### config.mk
export PLATFORM = sky130hd
export DESIGN_NAME = inst_fetch_decode
export DESIGN_NICKNAME = d
export VERILOG_FILES = /design/src/rtl/inst_fetch_decode.sv
export SDC_FILE = /design/constraint.sdc
export NUM_CORES = 1
export LEC_CHECK = 0
export BUFFER_PORTS_ARGS = -buffer_cell sky130_fd_sc_hd__buf_4
export CORE_ASPECT_RATIO = 1.4
export CORE_MARGIN = 5
export CORE_UTILIZATION = 39
export CTS_BUF_LIST = sky130_fd_sc_hd__clkbuf_8
export CTS_CLUSTER_SIZE = 12
export DETAILED_ROUTE_END_ITERATION = 8
export PLACE_DENSITY_LB_ADDON = 0.1
export SLEW_MARGIN = 20
export SYNTH_ARGS = -nofsm -noshare
export SYNTH_HDL_FRONTEND = slang
export SYNTH_SLANG_ARGS = --single-unit
### constraint.sdc
create_clock -name clk -period 2.8 [get_ports clk]
set_input_delay 0.28 -clock clk [delete_from_list [all_inputs] [get_ports clk]]
set_output_delay 0.28 -clock clk [all_outputs]
set_load 0.02 [all_outputs]
### src/rtl/inst_fetch_decode.sv
// Sequential instruction fetch/decode: fetches one word per instruction from a
// combinational-read memory and presents its fields to the ALU stage under a
// valid/ready handshake. Define IFD_SKIP_NOP_EN to drop opcode 3'b111 as a NOP.
module inst_fetch_decode #(
  parameter int IADDR_W = 4,
  parameter int INST_W  = 8
) (
  input  logic               clk,
  input  logic               rst,
  input  logic               start,
  output logic [IADDR_W-1:0] inst_addr,
  input  logic [INST_W-1:0]  inst_data,
  output logic               issue_valid,
  input  logic               issue_ready,
  output logic [2:0]         opcode,
  output logic [1:0]         op_addr_1,
  output logic [1:0]         op_addr_2,
  output logic               busy,
  output logic               done,
  output logic [IADDR_W:0]   issued_cnt
);

  typedef enum logic [1:0] {
    S_IDLE,
    S_FETCH,
    S_ISSUE,
    S_DONE
  } state_t;

  localparam logic [IADDR_W-1:0] PC_ONE  = 1;
  localparam logic [IADDR_W:0]   CNT_ONE = 1;

  state_t             r_state;
  state_t             w_next;
  logic [IADDR_W-1:0] r_pc;
  logic [INST_W-1:0]  r_ir;
  logic [IADDR_W:0]   r_cnt;

  logic w_nop;
  logic w_adv;
  logic w_xfer;
  logic w_end;
  logic w_start_run;

`ifdef IFD_SKIP_NOP_EN
  assign w_nop = (r_ir[7:5] == 3'b111);
`else
  assign w_nop = 1'b0;
`endif

  // A skipped NOP advances the program exactly as a transfer would, minus the count.
  assign w_adv       = (r_state == S_ISSUE) && (w_nop || issue_ready);
  assign w_xfer      = (r_state == S_ISSUE) && !w_nop && issue_ready;
  assign w_end       = r_ir[0] || (r_pc == '1);
  assign w_start_run = start && ((r_state == S_IDLE) || (r_state == S_DONE));

  always_ff @(posedge clk) begin
    if (rst) begin
      r_state <= S_IDLE;
    end else begin
      r_state <= w_next;
    end
  end

  always_comb begin
    w_next = r_state;
    unique case (r_state)
      S_IDLE:  if (start) w_next = S_FETCH;
      S_FETCH: w_next = S_ISSUE;
      S_ISSUE: if (w_adv) w_next = w_end ? S_DONE : S_FETCH;
      S_DONE:  if (start) w_next = S_FETCH;
      default: w_next = S_IDLE;
    endcase
  end

  always_comb begin
    issue_valid = 1'b0;
    busy        = 1'b0;
    done        = 1'b0;
    unique case (r_state)
      S_FETCH: busy = 1'b1;
      S_ISSUE: begin
        busy        = 1'b1;
        issue_valid = !w_nop;
      end
      S_DONE:  done = 1'b1;
      default: ;
    endcase
  end

  always_ff @(posedge clk) begin
    if (rst) begin
      r_pc  <= '0;
      r_ir  <= '0;
      r_cnt <= '0;
    end else begin
      if (w_start_run) begin
        r_pc  <= '0;
        r_cnt <= '0;
      end
      if (r_state == S_FETCH) begin
        r_ir <= inst_data;
      end
      if (w_xfer) begin
        r_cnt <= r_cnt + CNT_ONE;
      end
      if (w_adv && !w_end) begin
        r_pc <= r_pc + PC_ONE;
      end
    end
  end

  assign inst_addr  = r_pc;
  assign issued_cnt = r_cnt;
  assign opcode     = r_ir[7:5];
  assign op_addr_1  = r_ir[4:3];
  assign op_addr_2  = r_ir[2:1];

endmodule
Word level (Yosys, flattened, before mapping)
Index checks and enable logic that the tools add are counted.
W data, S select, Z words.
{"block": "word_totals", "register_bits": 19, "in_bits": 12, "output_inout_bits": 19, "elab_cells": 35}
{"block": "classes", "addsub": 2, "n_eq_ne": 6, "mux": 11, "n_reduce_logical": 12}
{"cell": "$mux W5", "n": 2}
{"cell": "$mux W4", "n": 2}
{"cell": "$mux W2", "n": 3}
{"cell": "$pmux W2 S3", "n": 1}
{"cell": "$add A5 B1 Y5 const B", "n": 1}
{"cell": "$add A4 B1 Y4 const B", "n": 1}
{"cell": "$eq A2 B2 Y1 const B", "n": 2}
{"cell": "$eq A4 B4 Y1 const B", "n": 1}
{"cell": "$reduce_bool A2 Y1", "n": 2}
{"cell": "$reduce_or A2 Y1", "n": 2}
{"cell": "$logic_and A1 B1 Y1", "n": 3}
{"cell": "$mux W1", "n": 3}
{"cell": "$eq A2 B1 Y1 const B", "n": 1}
{"cell": "$logic_not A2 Y1", "n": 1}
{"cell": "$logic_or A1 B1 Y1", "n": 2}
{"cell": "$ne A2 B1 Y1 const B", "n": 1}
{"cell": "$ne A2 B2 Y1 const B", "n": 1}
{"cell": "$reduce_and A2 Y1", "n": 1}
{"cell": "$logic_not A1 Y1", "n": 1}

Longest topological paths before layout
{"block": "logic_depth", "word_depth": 5, "ltp_mapped": 6, "depth_no_buf": 6}

Worst setup path after synthesis
Ideal clock, no wire load.
{"block": "synth_timing", "path_kind": "reg2reg", "start": "reg r_state[0]", "end": "reg r_state[0]", "setup_ns": 0.065, "t_arrival_ns": 1.459, "required_ns": 2.735, "path_slack_ns": 1.276, "stages_incl_launch_ff": 7, "synth_period_minus_slack_ns": 1.524, "path_cell_list": "dfxtp_1 > inv_1 > ha_1 > inv_1 > o22ai_2 > mux2_2 > nor2_1"}
{"block": "synth_via", "elab_chain_len": 4, "elab_cells_between_ends": 10}
{"element": "from (decl)", "line": "33", "source": "state_t r_state;"}
{"element": "from (signal assigned)", "line": "61", "source": "r_state <= w_next;"}
{"element": "$eq A2 B2 Y1 (tied with other cells)", "line": "67", "source": "unique case (r_state)"}
{"element": "$reduce_or A2 Y1 (no source line) / $logic_and A1 B1 Y1 (equally long branches)"}
{"element": "$ne A2 B1 Y1 (no source line) / $ne A2 B2 Y1 (equally long branches)"}
{"element": "$reduce_and A2 Y1 (no source line)"}
Several ways; a longest one is shown, not always the timed one.
A chain may end at the register's enable or synchronous reset.

Worst setup path in the final report
{"block": "layout_timing", "start": "reg r_state[0]", "end": "out busy"}
{"block": "layout_via", "elab_chain_len": 3, "elab_cells_between_ends": 4}
{"element": "$eq A2 B2 Y1 / $eq A2 B1 Y1 (equally long branches)", "line": "80", "source": "unique case (r_state)"}
{"element": "$reduce_or A2 Y1 (no source line) *"}
{"element": "$mux W1 *", "line": "80"}
{"element": "to (decl)", "line": "18", "source": "output logic busy,"}
Mark *: on every way between the ends. The rest lies on a longest branch, timed or not.

==> metrics.csv <==
metric;value;unit
run status;completed;
CTS tree;built;
MaxCap Viol Count;0;
largest net degree at the start of global routing;21;
vias per cell;5.25;
Req. time, crit path;2520;ps
Post-CTS Hold Buffers;0;
total gr overflow;0;
final std cells w/o fill;149;
row count;21;
ys async rst share;0;
Placer Congestion;0.759;
Die W;51.3;um
number of antenna-violating nets in the routed design;0;
CORE AREA;2340;sq um
crit share post-route;0.571;
Post-synth EDFFs;0;
H-tree Lvls;1;
maximum VDD drop;0.498;mV
Synth Area per Inst;9.11;sq um
worst-case headroom to the max-slew limit;0.664;
Reg clk slew, reported paths;70;ps
worst skew pair latency;250;ps
Worst Tran Pin Value;504;ps
final WL;1880;um
drt initial violations;24;
Min-Delay Startpoint;inst_data[5];
Post-CTS Repair Setup Buffers;0;
Setup WS pre-CTS;1260;ps
unrepaired setup endpoints after global routing;false;
top_reg_cell synth;dfxtp_1;
Root Driver;clkbuf_8;
final worst slack;1200;ps
share of post-route cells with drive strength above 1;0.302;
Pre-antenna DRT Iters;4;
vias in the first global route;753;
post-synthesis instance area;930;sq um
fin crit period;1600;ps
Netlist cell types;30;
# diodes;0;
Max Clock Freq;625;MHz
Slew Viols, Final;0;
# nets final;144;
Die Y;67.8;um
WHS Endpoint;r_ir[5];
setup TNS;0;ps
leakage;0.527;nW
CP arrival;1320;ps
area delta synth->final;25.2;%
IO Pins;31;
initial antenna violation count;0;
#FFs+latches synth;19;
area of the multi-input gates;469;sq um
Worst setup SP type;flip-flop;
clk sink count;19;
die area;3470;sq um
Syn Nets;119;
Cells after Synth;102;
Hold Fails Final Rpt;0;
post-cts sizing count;0;
final hold slack;258;ps
Starting Density;0.398;
Worst Path Max Fanout;4;
reg2reg setup slack;1250;ps
final setup fails;0;
worst hold stages;3;
Crit Path Class;flip-flop to output port;
r2r startpoint;r_state[0];
dpl cells;145;
# fillers;230;
Fin Clk Skew;1.56;ps
power per cell area;839;nW/um^2
drt wl/cell;12.6;um
RR Endpoint;r_state[0];
gr usage total;0.119;
first-pass GRT wire length;3070;um
vias;782;
Clock Tree Buf Depth;2;
final core occ;0.498;
# DRC;0;
worst min-delay path class;input pin to flip-flop;
worst reg-to-reg path cell count;6;
sequential share of the synthesized area;0.409;
CTS Buf Count;3;
CP Capture Type;output port;
Synth Warn #;0;
IO buf count;30;
sequential standard cell area;380;sq um
Final HPWL DP;1390;um
-- cell usage in the layout (no fill, tap or decap), drive strengths merged --
| cell type | instances |
|---|---|
| a31oi | 1 |
| mux2 | 1 |
| clkbuf | 3 |
| buf | 30 |
| xor2 | 1 |
| nand3 | 6 |
| mux2i | 9 |
| and2 | 4 |
| nand2 | 5 |
| dfxtp | 19 |
| a21oi | 8 |
| a22oi | 2 |
| nor2b | 1 |
| nand3b | 1 |
| nor2 | 14 |
| o311ai | 1 |
| ha | 5 |
| o22ai | 1 |
| o31ai | 1 |
| or3 | 2 |
| o21ai | 3 |
| nand4b | 1 |
| and3b | 1 |
| inv | 5 |
| nor4 | 1 |
-- layer usage --
metal  track usage  wire length, um
met5             0                0
met4        0.0754               38
met3        0.0442              151
met2         0.190              903
met1         0.131              783
-- cell type report --
cell class | instances | area share
Timing Repair Buffer | 30 | 0.194
Clock buffer | 3 | 0.0355
Sequential cell | 19 | 0.327
Inverter | 4 | 0.0129
Clock inverter | 1 | 0.00323
Multi-Input combinational cell | 69 | 0.403
Tap cell | 23 | 0.0247
-- where the power goes --
group          switching, mW  total (mW)  internal (mW)  leakage [nW]
Clock                 0.0882       0.186         0.0975        0.0269
Sequential            0.0306       0.344          0.313         0.155
Combinational          0.248       0.446          0.199         0.345
-- sequential cells by signal, summed over array words and instances (netlist names) --
register    cells
r_state         2
issued_cnt      5
r_ir            8
inst_addr       4
-- metrics by stage --
| stage | power [mW] | cell area (sq um) |
|---|---|---|
| after global routing | 1.05 | 1160 |
| after CTS | 0.989 | 1160 |
| after global placement | 0.788 | 1120 |
| after floorplan | 0.690 | 930 |
| after detailed placement | 0.799 | 1120 |
| final | 0.976 | 1160 |
-- critical path, stage by stage (launching register included) --
cell and delay (ps):
dfxtp_1 350, inv_1 60, ha_1 380, inv_1 100, buf_4 170
-- kinds of logic after synthesis --
logic type | after synthesis | share of synthesized area
flops | 19 | 0.409
mux | 10 | 0.109
fa+ha+maj | 5 | 0.0673
buf+inv | 14 | 0.0861
xor+xnor | 1 | 0.00942
compound gates | 17 | 0.125
simple gates | 36 | 0.194
-- Yosys cell counts, types with 2 or more instances --
library cell | instances | area share
and2_1 | 2 | 0.013
nand3_1 | 6 | 0.032
a22oi_1 | 2 | 0.016
dfxtp_1 | 19 | 0.41
buf_4 | 7 | 0.057
inv_1 | 4 | 0.016
ha_1 | 5 | 0.067
clkbuf_1 | 2 | 0.0081
nand2_1 | 4 | 0.016
or3_1 | 2 | 0.013
nor2_1 | 14 | 0.057
mux2i_1 | 9 | 0.097
o21ai_0 | 3 | 0.016
a21oi_1 | 7 | 0.038
-- worst max path at each step --
stage               startpoint  slack, ps    endpoint  cells past startpoint
global route        r_state[0]       1130        busy                      4
detailed placement  r_state[0]       1260  r_state[0]                      6
finish              r_state[0]       1200        busy                      4
global placement    r_state[0]       1340  r_state[0]                      6
floorplan           r_state[0]       1280  r_state[0]                      6
CTS                 r_state[0]       1200        busy                      4
(Power assumes the default switching activity.)
